### src/rtl/alu_mdu_ctl.sv
// alu_mdu_ctl: base-ISA ALU decode plus an iterative RV32M multiply/divide
// sequencer that stalls the core until the result is ready.
// Optional build macro: MDU_EARLY_OUT_EN. When it is defined, divide-by-zero,
// signed divide overflow and any multiply with a zero operand skip the
// iterative steps and go straight to DONE.
module alu_mdu_ctl #(
    parameter int XLEN    = 32,
    parameter int ALUOP_W = 4
) (
    input  logic               clk,
    input  logic               rst_n,
    input  logic               instr_valid,
    input  logic [31:0]        instruction,
    input  logic               flush,
    input  logic [XLEN-1:0]    rs1_data,
    input  logic [XLEN-1:0]    rs2_data,
    output logic [ALUOP_W-1:0] alu_op,
    output logic               alu_imm,
    output logic               stall,
    output logic               mdu_sel,
    output logic [XLEN-1:0]    mdu_result,
    output logic               busy
);
    localparam int CNT_W = $clog2(XLEN) + 1;

    localparam logic [6:0] OPC_OP    = 7'b0110011;
    localparam logic [6:0] OPC_IMM   = 7'b0010011;
    localparam logic [6:0] OPC_LOAD  = 7'b0000011;
    localparam logic [6:0] OPC_STORE = 7'b0100011;
    localparam logic [6:0] OPC_AUIPC = 7'b0010111;
    localparam logic [6:0] OPC_LUI   = 7'b0110111;
    localparam logic [6:0] F7_MEXT   = 7'b0000001;

    localparam logic [ALUOP_W-1:0] ALU_SUM  = ALUOP_W'(0);
    localparam logic [ALUOP_W-1:0] ALU_SUB  = ALUOP_W'(1);
    localparam logic [ALUOP_W-1:0] ALU_SLL  = ALUOP_W'(2);
    localparam logic [ALUOP_W-1:0] ALU_XOR  = ALUOP_W'(3);
    localparam logic [ALUOP_W-1:0] ALU_AND  = ALUOP_W'(4);
    localparam logic [ALUOP_W-1:0] ALU_OR   = ALUOP_W'(5);
    localparam logic [ALUOP_W-1:0] ALU_SRL  = ALUOP_W'(6);
    localparam logic [ALUOP_W-1:0] ALU_SRA  = ALUOP_W'(7);
    localparam logic [ALUOP_W-1:0] ALU_LT   = ALUOP_W'(8);
    localparam logic [ALUOP_W-1:0] ALU_LTU  = ALUOP_W'(9);
    localparam logic [ALUOP_W-1:0] ALU_NOP  = ALUOP_W'(15);

    typedef enum logic [1:0] {S_IDLE, S_BUSY, S_DONE} state_t;

    // Per-operation context latched at launch; fn[2] distinguishes divide.
    typedef struct packed {
        logic [2:0] fn;
        logic       neg_q;  // negate product / quotient magnitude
        logic       neg_r;  // negate remainder magnitude (dividend sign)
        logic       dz;     // divide by zero: quotient forced to all-ones
    } mdu_ctx_t;

    logic [6:0] opcode;
    logic [6:0] funct7;
    logic [2:0] funct3;
    assign opcode = instruction[6:0];
    assign funct7 = instruction[31:25];
    assign funct3 = instruction[14:12];

    logic unused_bits;

    // funct3 -> ALU op for OP / OP-IMM; alt is funct7[5], which selects SUB only for register ops
    function automatic logic [ALUOP_W-1:0] fn_op(input logic [2:0] f3, input logic alt,
                                                 input logic is_reg);
        case (f3)
            3'b000:  fn_op = (is_reg && alt) ? ALU_SUB : ALU_SUM;
            3'b001:  fn_op = ALU_SLL;
            3'b010:  fn_op = ALU_LT;
            3'b011:  fn_op = ALU_LTU;
            3'b100:  fn_op = ALU_XOR;
            3'b101:  fn_op = alt ? ALU_SRA : ALU_SRL;
            3'b110:  fn_op = ALU_OR;
            default: fn_op = ALU_AND;
        endcase
    endfunction

    // Base-ISA ALU decode, purely combinational and independent of the MDU
    always_comb begin
        alu_op  = ALU_NOP;
        alu_imm = 1'b0;
        case (opcode)
            OPC_OP:    if (funct7 != F7_MEXT) alu_op = fn_op(funct3, funct7[5], 1'b1);
            OPC_IMM:   alu_op = fn_op(funct3, funct7[5], 1'b0);
            OPC_LOAD,
            OPC_STORE,
            OPC_AUIPC: alu_op = ALU_SUM;
            default:   alu_op = ALU_NOP;
        endcase
        alu_imm = (opcode == OPC_IMM) || (opcode == OPC_LOAD) || (opcode == OPC_STORE) ||
                  (opcode == OPC_AUIPC) || (opcode == OPC_LUI);
    end

    state_t                state_q, state_d;
    logic [CNT_W-1:0]      cnt_q;
    logic [2*XLEN-1:0]     acc_q;
    logic [XLEN-1:0]       b_q;
    mdu_ctx_t              ctx_q;

    logic                  is_mop;
    logic                  launch;
    logic                  early;
    logic                  a_sgn, b_sgn, a_neg, b_neg;
    logic [XLEN-1:0]       a_mag, b_mag;
    mdu_ctx_t              op_ctx;
    logic [2*XLEN-1:0]     acc_init;

    assign is_mop = (opcode == OPC_OP) && (funct7 == F7_MEXT);
    assign launch = (state_q == S_IDLE) && instr_valid && is_mop && !flush;

    // Operand preparation at launch: magnitudes plus sign flags
    always_comb begin
        a_sgn  = funct3[2] ? ~funct3[0] : (funct3 == 3'b001 || funct3 == 3'b010);
        b_sgn  = funct3[2] ? ~funct3[0] : (funct3 == 3'b001);
        a_neg  = a_sgn & rs1_data[XLEN-1];
        b_neg  = b_sgn & rs2_data[XLEN-1];
        a_mag  = a_neg ? -rs1_data : rs1_data;
        b_mag  = b_neg ? -rs2_data : rs2_data;
        op_ctx.fn    = funct3;
        op_ctx.neg_q = a_neg ^ b_neg;
        op_ctx.neg_r = a_neg;
        op_ctx.dz    = funct3[2] && (rs2_data == '0);
    end

`ifdef MDU_EARLY_OUT_EN
    logic op_ovf, op_mzero;
    // Short-circuit cases preload the accumulator with the final magnitudes
    always_comb begin
        op_ovf   = funct3[2] && !funct3[0] && (rs1_data == {1'b1, {(XLEN-1){1'b0}}}) &&
                   (&rs2_data);
        op_mzero = !funct3[2] && ((rs1_data == '0) || (rs2_data == '0));
        early    = op_ctx.dz || op_ovf || op_mzero;
        if (op_mzero)       acc_init = '0;
        else if (op_ctx.dz) acc_init = {a_mag, {XLEN{1'b1}}};
        else                acc_init = {{XLEN{1'b0}}, a_mag};
    end
`else
    assign early    = 1'b0;
    assign acc_init = {{XLEN{1'b0}}, a_mag};
`endif

    // One radix-2 step: shift-add multiply or restoring divide on the accumulator
    logic [XLEN:0]         mul_sum;
    logic [2*XLEN:0]       div_sh;
    logic [XLEN:0]         div_diff;
    logic [2*XLEN-1:0]     acc_step;
    always_comb begin
        mul_sum  = {1'b0, acc_q[2*XLEN-1:XLEN]} + (acc_q[0] ? {1'b0, b_q} : '0);
        div_sh   = {acc_q, 1'b0};
        div_diff = div_sh[2*XLEN:XLEN] - {1'b0, b_q};
        if (ctx_q.fn[2]) begin
            if (div_sh[2*XLEN:XLEN] >= {1'b0, b_q})
                acc_step = {div_diff[XLEN-1:0], div_sh[XLEN-1:1], 1'b1};
            else
                acc_step = div_sh[2*XLEN-1:0];
        end else begin
            acc_step = {mul_sum, acc_q[XLEN-1:1]};
        end
    end

    assign unused_bits = ^{instruction[24:15], instruction[11:7], div_diff[XLEN]};

    // FSM state register
    always_ff @(posedge clk) begin
        if (!rst_n) state_q <= S_IDLE;
        else        state_q <= state_d;
    end

    // Next state, stall and result mux; flush always returns to IDLE
    logic [2*XLEN-1:0] prod;
    logic [XLEN-1:0]   q_fix, r_fix;
    always_comb begin
        state_d    = state_q;
        stall      = 1'b0;
        busy       = 1'b0;
        mdu_sel    = 1'b0;
        mdu_result = '0;
        prod       = ctx_q.neg_q ? -acc_q : acc_q;
        q_fix      = ctx_q.dz ? {XLEN{1'b1}}
                              : (ctx_q.neg_q ? -acc_q[XLEN-1:0] : acc_q[XLEN-1:0]);
        r_fix      = ctx_q.neg_r ? -acc_q[2*XLEN-1:XLEN] : acc_q[2*XLEN-1:XLEN];
        case (state_q)
            S_IDLE: begin
                stall = launch;
                if (launch) state_d = early ? S_DONE : S_BUSY;
            end
            S_BUSY: begin
                stall = 1'b1;
                busy  = 1'b1;
                if (cnt_q == CNT_W'(XLEN-1)) state_d = S_DONE;
            end
            S_DONE: begin
                mdu_sel = 1'b1;
                state_d = S_IDLE;
                if (ctx_q.fn[2])            mdu_result = ctx_q.fn[1] ? r_fix : q_fix;
                else if (ctx_q.fn[1:0] == 2'b00) mdu_result = prod[XLEN-1:0];
                else                        mdu_result = prod[2*XLEN-1:XLEN];
            end
            default: state_d = S_IDLE;
        endcase
        if (flush) state_d = S_IDLE;
    end

    // MDU datapath: latch operands on launch, step the accumulator while BUSY
    always_ff @(posedge clk) begin
        if (!rst_n) begin
            cnt_q <= '0;
            acc_q <= '0;
            b_q   <= '0;
            ctx_q <= '0;
        end else if (launch) begin
            cnt_q <= '0;
            acc_q <= acc_init;
            b_q   <= b_mag;
            ctx_q <= op_ctx;
        end else if (state_q == S_BUSY) begin
            cnt_q <= cnt_q + CNT_W'(1);
            acc_q <= acc_step;
        end
    end

endmodule

### config.mk
export PLATFORM = sky130hd
export DESIGN_NAME = alu_mdu_ctl
export DESIGN_NICKNAME = d
export VERILOG_FILES = /design/src/rtl/alu_mdu_ctl.sv
export SDC_FILE = /design/constraint.sdc
export NUM_CORES = 1
export LEC_CHECK = 0
export ABC_AREA = 1
export CORE_MARGIN = 3
export CORE_UTILIZATION = 50
export DETAILED_ROUTE_END_ITERATION = 16
export GPL_ROUTABILITY_DRIVEN = 0
export MAX_ROUTING_LAYER = met4
export PLACE_DENSITY = 0.76
export SLEW_MARGIN = 20
export SYNTH_ARGS = -nofsm -noshare
export SYNTH_HDL_FRONTEND = slang
export SYNTH_SLANG_ARGS = --single-unit
### constraint.sdc
create_clock -name clk -period 4.3 [get_ports clk]
set_input_delay 0.645 -clock clk [delete_from_list [all_inputs] [get_ports clk]]
set_output_delay 0.645 -clock clk [all_outputs]
set_load 0.05 [all_outputs]
# Yosys cells after proc, flatten, opt, wreduce, memory -nomap -nowiden
# Index checks and enable logic that the tools add are counted.
# W data, S select, Z words.
# totals
ff_bits	110
latchBits	0
ramBits	0
rom_bits	0
word_cells	91
n_memories	0
# classes
n_addsub	8
multipliers	0
n_div	0
order_cmp	1
n_eq_ne	19
n_shift	0
n_mux	29
n_bitwise	5
n_reduce_logical	20
# op_table
cell	count
$mux W32	12
$mux W64	3
$neg A32 Y32	4
$neg A64 Y64	1
$pmux W4 S7	2
$add A32 B32 Y33	1
$ge A33 B32 Y1	1
$logic_not A32 Y1	1
$sub A32 B32 Y32	1
$eq A7 B6 Y1 const B	3
$eq A7 B5 Y1 const B	2
$pmux W4 S3	1
$eq A3 B3 Y1 const B	3
$eq A7 B1 Y1 const B	1
$eq A7 B2 Y1 const B	1
$ne A7 B1 Y1 const B	1
$add A6 B1 Y6 const B	1
$eq A3 B2 Y1 const B	2
$eq A6 B5 Y1 const B	1
$mux W1	6
$logic_and A1 B1 Y1	5
$logic_or A1 B1 Y1	5
$logic_not A2 Y1	2
$mux W2	2
other kinds (16)	20

# Depth between registers and ports, before layout
# Gate-level depths: netlist of the first run.
# logic_depth
word_depth	6
depth_mapped	20

# Worst setup path after synthesis of the first run
# No wires, ideal clock.
# synth_timing
path_kind	input -> output
start	in instruction[3]
end	out alu_op[0]
arrival_ns	2.985
required_ns	3.655
path_slack_ns	0.670
cell_stages	7
path_cell_list	nor2_1 nand3_1 nor2_1 inv_1 nor2_1 inv_1 o311ai_0
# synth_via
elab_chain_cells	3
# synth_rtl
element	line_no	source
start: declaration	13	input logic [31:0] instruction,
$eq A7 B2 Y1 (tied with other cells)	84	case (opcode)
$reduce_or A3 Y1	84	
$pmux W4 S3 *	84	
end: declaration	17	output logic [ALUOP_W-1:0] alu_op,
# Every way passes the cells marked *; elsewhere a longest branch is shown, timed or not.

# Final worst setup path of the first run
# layout_timing
start	reg acc_q[15]
end	out mdu_result[9]
# layout_via
elab_chain_cells	5
# layout_rtl
element	line_no	source
start: declaration	98	logic [2*XLEN-1:0] acc_q;
start signal: assignment	215	acc_q <= acc_init;
start signal: assignment	220	acc_q <= acc_step;
$neg A64 Y64	180	prod = ctx_q.neg_q ? -acc_q : acc_q;
$mux W64	180	
$mux W32	198	else if (ctx_q.fn[1:0] == 2'b00) mdu_result = prod[XLEN-1:0];
$mux W32	197	if (ctx_q.fn[2]) mdu_result = ctx_q.fn[1] ? r_fix : q_fix;
$mux W32	184	case (state_q)
end: declaration	21	output logic [XLEN-1:0] mdu_result,
# Every way passes these cells.

==> results of run 1 <==
[sequential cells by signal, indices dropped and copies added (netlist names)]
signal and count:
cnt_q 6, state_q 2, ctx_q 6, acc_q 64, b_q 32
[how the worst min path moves through the flow]
stage	slack, ps	depth (start not counted)	to	start
2_1_floorplan	430	2	ctx_q[3]	ctx_q[3]
3_3_place_gp	470	1	state_q[1]	cnt_q[5]
3_5_place_dp	470	1	state_q[1]	cnt_q[5]
4_1_cts	490	1	state_q[1]	cnt_q[5]
5_1_grt	540	1	state_q[1]	cnt_q[5]
6_report	500	1	state_q[1]	cnt_q[5]
[worst max-delay path, cell delays in order, from the launching register on]
cell and delay [ps]:
dfxtp_1 330, inv_1 230, nand4_1 260, nand3b_2 380, nor2_4 250, nand2_1 110
o211ai_1 170, nand3_1 90, a21oi_1 390, clkdlybuf4s50_1 890
[stage by stage]
| stage | std cells | hold WS (ps) |
|---|---|---|
| 5_1_grt | 3586 | 537 |
| 3_5_place_dp | 3569 | 474 |
| 4_1_cts | 3585 | 492 |
| 3_3_place_gp | 3569 | 467 |
| 2_1_floorplan | 3075 | 429 |
| 6_report | 3586 | 501 |
[layout make-up]
class | count | area (sq um) | share of cell area [%]
Sequential cell | 110 | 2210 | 12.1
Clock buffer | 9 | 225 | 1.24
Inverter | 482 | 1820 | 10.0
Multi-Input combinational cell | 2381 | 11800 | 64.6
Timing Repair Buffer | 161 | 1540 | 8.45
Clock inverter | 7 | 95.1 | 0.523
Antenna cell | 1 | 2.50 | 0.0138
Tap cell | 435 | 544 | 2.99
[power groups by stage]
stage / clock network (uW) / registers (uW) / logic [uW]
4_1_cts: 910 / 1020 / 261
2_1_floorplan: 0 / 1040 / 128
3_5_place_dp: 0 / 1040 / 260
6_report: 913 / 1020 / 263
5_1_grt: 950 / 1020 / 292
3_3_place_gp: 0 / 1040 / 256
[cell usage in the layout, fill, tap and decap left out, types with 4 or more instances in the layout]
| cell | n |
|---|---|
| a211oi_1 | 6 |
| a21oi_1 | 229 |
| a31oi_1 | 9 |
| and2_1 | 5 |
| buf_4 | 45 |
| clkbuf_16 | 9 |
| clkdlybuf4s50_1 | 110 |
| clkinv_8 | 4 |
| dfxtp_1 | 108 |
| ha_1 | 69 |
| inv_1 | 468 |
| inv_2 | 11 |
| nand2_1 | 953 |
| nand2_2 | 27 |
| nand3_1 | 218 |
| nand3_2 | 4 |
| nand3b_1 | 15 |
| nand4_1 | 51 |
| nor2_1 | 324 |
| nor2_2 | 16 |
| nor2_4 | 9 |
| nor3_1 | 37 |
| nor4_1 | 6 |
| o211ai_1 | 22 |
| o211ai_2 | 6 |
| o21ai_0 | 214 |
| o21ai_1 | 14 |
| o21ai_2 | 10 |
| o21bai_1 | 6 |
| o22ai_1 | 12 |
| or2_2 | 8 |
| xnor2_1 | 19 |
| xor2_1 | 59 |
[logic make-up after synthesis]
logic type,Yosys count,synth area share (%)
AO/OA/AOI/OAI,546,18.4
buffers and inverters,584,14.0
AND/OR/NAND/NOR,1686,44.3
XOR/XNOR,78,4.21
adder cells (fa/ha/maj),71,5.57
flip-flops,110,13.6
[per-layer routing]
| layer | global-route usage, % | routed length (um) |
|---|---|---|
| met5 | - | 0 |
| met4 | 20.4 | 4580 |
| met3 | 9.69 | 8980 |
| met2 | 51.5 | 24700 |
| met1 | 48.4 | 25100 |
==> summary.txt, run 1 <==
STA
  • Final setup fails: 0
  • Endpoints failing hold: 0
  • RSZ-0062 raised after global routing: false
  • Worst-Margin Slew: ~840 ps
  • Final setup margin: 164 ps
  • Final setup skew: 16.9 ps
  • Tmin final: roughly 4100 ps
  • Max-slew violation count: 0
  • Tcrit/Tclk final: 96.2%
  • Setup tns final: 0 ps
  • Max Fclk: 0.242 GHz
  • Worst slew margin: 43.9%

Synthesis
  • Syn_area_per_cell: 5.27 sq um
  • Synth area leaders: nand2_1 22%, dfxtp_1 14%, inv_1 11%
  • EDFF count, synth: 0
  • Sequential area share after synthesis: 13.6%
  • Post-synth top area cell: nand2_1
  • Count leader, synth: nand2_1
  • Commonest cells in the netlist: 953 x nand2_1, 469 x inv_1, 326 x nor2_1, 229 x a21oi_1, 218 x nand3_1
  • Syn Inst Count: between 3k and 4k
  • Cell Area, Synth: 0.0162 sq mm
  • FFs w/ async S/R, synth: 0%
  • FF+latch count, synth: 110
  • Yosys cell types: 60
  • Synth warn: 0
  • Top FF cell, synth: dfxtp_1
  • Mapped Nets: 3246
  • Yosys top cell area share: 22.1%

Critical path
  • Worst setup path class: flop to output port
  • Flop2flop setup slack: ~1000 ps
  • CP Capture Point: mdu_result[9]
  • Critical-path maximum fanout: 6
  • Setup crit start: acc_q[15]
  • Crit end category: output port
  • Worst EP arrival: about 3500 ps
  • Worst r2r src: acc_q[50]
  • FF-to-FF End: acc_q[46]
  • Reg2reg path depth: 18
  • CP Launch Type: flop
  • Critical path required time: 3650 ps

Power and ir drop
  • LEAKAGE: 0.00952 uW
  • P_int: 1560 uW
  • Part of the power in the clock network: around two fifths
  • Pwr Total: 2190 uW
  • Sw frac: 28.8%
  • Power per cell area: 121 mW/mm^2
  • Net Switching: about 630 uW
  • Peak VDD IR: 0.000184 V
  • Sequential share of power: between 40 and 50%
  • Comb power frac: 12.0%

Final layout
  • Filler Cell Count: about 3.2k
  • Nets@finish: about 3.3k
  • Synth-to-layout area growth: 12.2%
  • Fin util: 57.2%
  • Design area: between 0.015 and 0.02 sq mm
  • Layout cells sized above 1: 5.43%

Global route
  • Initial antenna violation count: 3
  • Vias in the first global route: roughly 19k
  • Largest net degree at the start of global routing: 124
  • Tot GR Track Use: around 37%
  • Total grt overflow: 0
  • First-pass GRT wire length: 98.8 mm

Route
  • Wire per inst: 17.7 um
  • WL final: 63.3 mm
  • DR vias: 21.0k
  • Antenna Nets Post-Route: 0
  • Drt pass-1 iters: 9
  • DRT iter0 DRCs: ~2.9k
  • Drt drc: 0
  • Via-per-instance ratio: 5.85

Floorplanning
  • Die Wd: 186 um
  • Rows: 65
  • Core area: ~0.032 sq mm
  • Starting Density: 51.0%
  • Ports: 140
  • Die area: 0.0346 sq mm
  • Die H: 186 um

CTS
  • # resized after CTS: 0
  • # clock sinks: between 100 and 150
  • CTS tree: built
  • H-tree Lvls: 3
  • Hold-fix buffers, CTS: 0
  • Buffers from clock root to sink, at most: 2
  • Postcts setup bufs: 0
  • Reg clk slew, reported paths: roughly 90 ps
  • Clock latency on the worst-skew pair: 380 ps
  • Clk Tree Root Cell: clkbuf_16
  • Clock buffer count from CTS: 9

Flow run
  • MaxCap Viol Count: 0

Outcome
  • Status: completed

Min path
  • Worst hold path class: flop to flop

Place
  • Placed cell area: 0.0179 sq mm
  • Port bufs: 124
  • Hpwl dp: approximately 50 mm
  • Setup WS pre-CTS: between 600 and 700 ps
No activity file was read; power rests on OpenSTA's default activity.
==> run 2: changes to the inputs <==
==> constraint.sdc (replaced) <==
create_clock -name clk -period 4.3 [get_ports clk]
set_input_delay 1.29 -clock clk [delete_from_list [all_inputs] [get_ports clk]]
set_output_delay 1.29 -clock clk [all_outputs]
set_load 0.05 [all_outputs]
==> summary.txt, run 2 (synthesis results as in run 1) <==
Outcome
  • Status: completed

Critical path
  • Crit end category: output port
  • Critical-path maximum fanout: 8
  • Worst EP arrival: 2990 ps
  • Family with the most delay on the worst path: simple AND/OR/NAND/NOR gates
  • Flop2flop setup slack: 1180 ps
  • CP Launch Type: flop
  • WP buf/inv: 2
  • CP dominant cell by count: nand2_1
  • Cells along the critical path: inv_1 > ha_1 > nand3_2 > nor2_4 > nand4_2 > o21ai_2 > nand2_1 > xor2_1 > nand2_1 > a21oi_2 > buf_12
  • Critical path required time: 3010 ps
  • Worst setup path class: flop to output port
  • Slowest cell delay on critical path: about 330 ps
  • CP max stage cell: o21ai_2

Floorplanning
  • Die Wd: 186 um
  • Die area: 0.0346 sq mm
  • Ports: 140
  • Die H: 186 um
  • Starting Density: 51.0%
  • Core area: 0.0318 sq mm
  • Rows: 65

CTS
  • Clock latency on the worst-skew pair: between 300 and 400 ps
  • Clk Tree Root Cell: clkbuf_16
  • Hold-fix buffers, CTS: 0
  • CTS tree: built
  • H-tree Lvls: 3
  • Buffers from clock root to sink, at most: 2
  • Reg clk slew, reported paths: ~80 ps
  • Clock buffer count from CTS: 9
  • # clock sinks: 110
  • Postcts setup bufs: 0

Global route
  • Largest net degree at the start of global routing: 67
  • Total grt overflow: 0
  • First-pass GRT wire length: 97.9 mm
  • Vias in the first global route: 19.1k
  • Tot GR Track Use: 36.4%
  • Initial antenna violation count: 2

STA
  • Max Fclk: 0.234 GHz
  • Final setup fails: 0
  • Tmin final: between 4000 and 5000 ps
  • Final setup skew: 7.71 ps
  • Fin Hold WS: 494 ps
  • Worst-Margin Slew: between 800 and 900 ps
  • Tcrit/Tclk final: between 90% and 100%
  • Max-slew violation count: 0
  • Worst slew margin: a little over two fifths
  • Endpoints failing hold: 0

Final layout
  • Layout cells sized above 1: just under 7%
  • Nets@finish: 3323
  • Filler Cell Count: 3172
  • Most frequent cells in the layout: 953 x nand2_1, 467 x inv_1, 319 x nor2_1
  • Commonest non-fill, non-tap cell in the layout: nand2_1
  • Largest registers: acc_q x64, b_q x32
  • Design area: ~0.019 sq mm
  • Most flops, register: acc_q
  • Synth-to-layout area growth: 15.0%
  • Number of flip-flops in the largest register: 64

Route
  • Drt pass-1 iters: 6
  • DRT iter0 DRCs: between 3k and 4k
  • DR vias: 21.0k
  • Drt drc: 0
  • Wire per inst: about 17 um
  • WL final: 62.7 mm
  • Via-per-instance ratio: slightly below 6
  • Antenna Nets Post-Route: 0

Min path
  • Worst hold path class: flop to flop

Place
  • Hpwl dp: 50.0 mm
  • Placed cell area: 0.0183 sq mm
  • Port bufs: ~120

Flow run
  • MaxCap Viol Count: 0

Power and ir drop
  • Power per cell area: 117 mW/mm^2
  • LEAKAGE: approximately 0.0097 uW
  • Peak VDD IR: around 0.00017 V
[run 2: report_power, final]
group | internal, uW | switching (uW)
sequential | 1020 | 0.0403
clock | 429 | 463
combinational | 122 | 148
total | 1570 | 611
[run 2: worst reg2reg max path: stages (launching register included)]
cell	delay, ps
dfxtp_1	720
ha_1	420
nand2_2	160
nor2_4	60
nand2_2	90
nor2_4	50
nand2_2	70
nor2_4	50
nor2_4	330
nand2_8	190
nand2_4	380
clkinv_8	140
nand2_1	90
nand3b_1	130
nand2_1	100
inv_1	40
[run 2: worst paths after layout]
| kind | startpoint | end | cells past startpoint |
|---|---|---|---|
| worst max-delay path | acc_q[1] | mdu_result[0] | 11 |
| worst min-delay path | b_q[0] | b_q[0] | 2 |
| worst max register to register | acc_q[52] | acc_q[46] | 15 |
| worst min register to register | b_q[0] | b_q[0] | 2 |
[run 2: metrics by stage]
| step | std cells | setup WS, ps | TNS, ps | power, uW | utilization, % |
|---|---|---|---|---|---|
| 2_1_floorplan | 3075 | 8.21 | 0 | 1170 | - |
| 4_1_cts | 3592 | 65.3 | 0 | 2170 | 58.5 |
| 3_5_place_dp | 3576 | 85.8 | 0 | 1310 | 57.6 |
| 3_3_place_gp | 3576 | 121 | 0 | 1300 | 57.6 |
| 6_report | 3594 | 20.4 | 0 | 2180 | 58.7 |
| 5_1_grt | 3594 | -74.6 | -123 | 2250 | 58.7 |
[run 2: layout make-up]
cell class                 count  area, sq um  share of cell area (%)
antenna                        2         5.00                  0.0268
clock buffer                  10          239                    1.28
clock inverter                 6         67.6                   0.362
inverter                     482         1820                    9.77
multi-input combinational   2381        11800                    63.3
sequential                   110         2210                    11.8
tap                          435          544                    2.92
timing repair buffer         168         1960                    10.5
[run 2: what timing repair did]
action	4_1_cts	5_1_grt
endpoints found under the setup margin	0	16
gates resized for setup	0	13
endpoints found under the hold margin	0	0
[run 2: routing by layer]
layer  global-route usage [%]  vias up  part of all wire (%)
li1                         -     9993                     -
met1                     47.2     9268                    39
met2                     52.0     1462                    40
met3                     9.09      281                    14
met4                     19.5        0                   6.3
met5                        -        -                     0
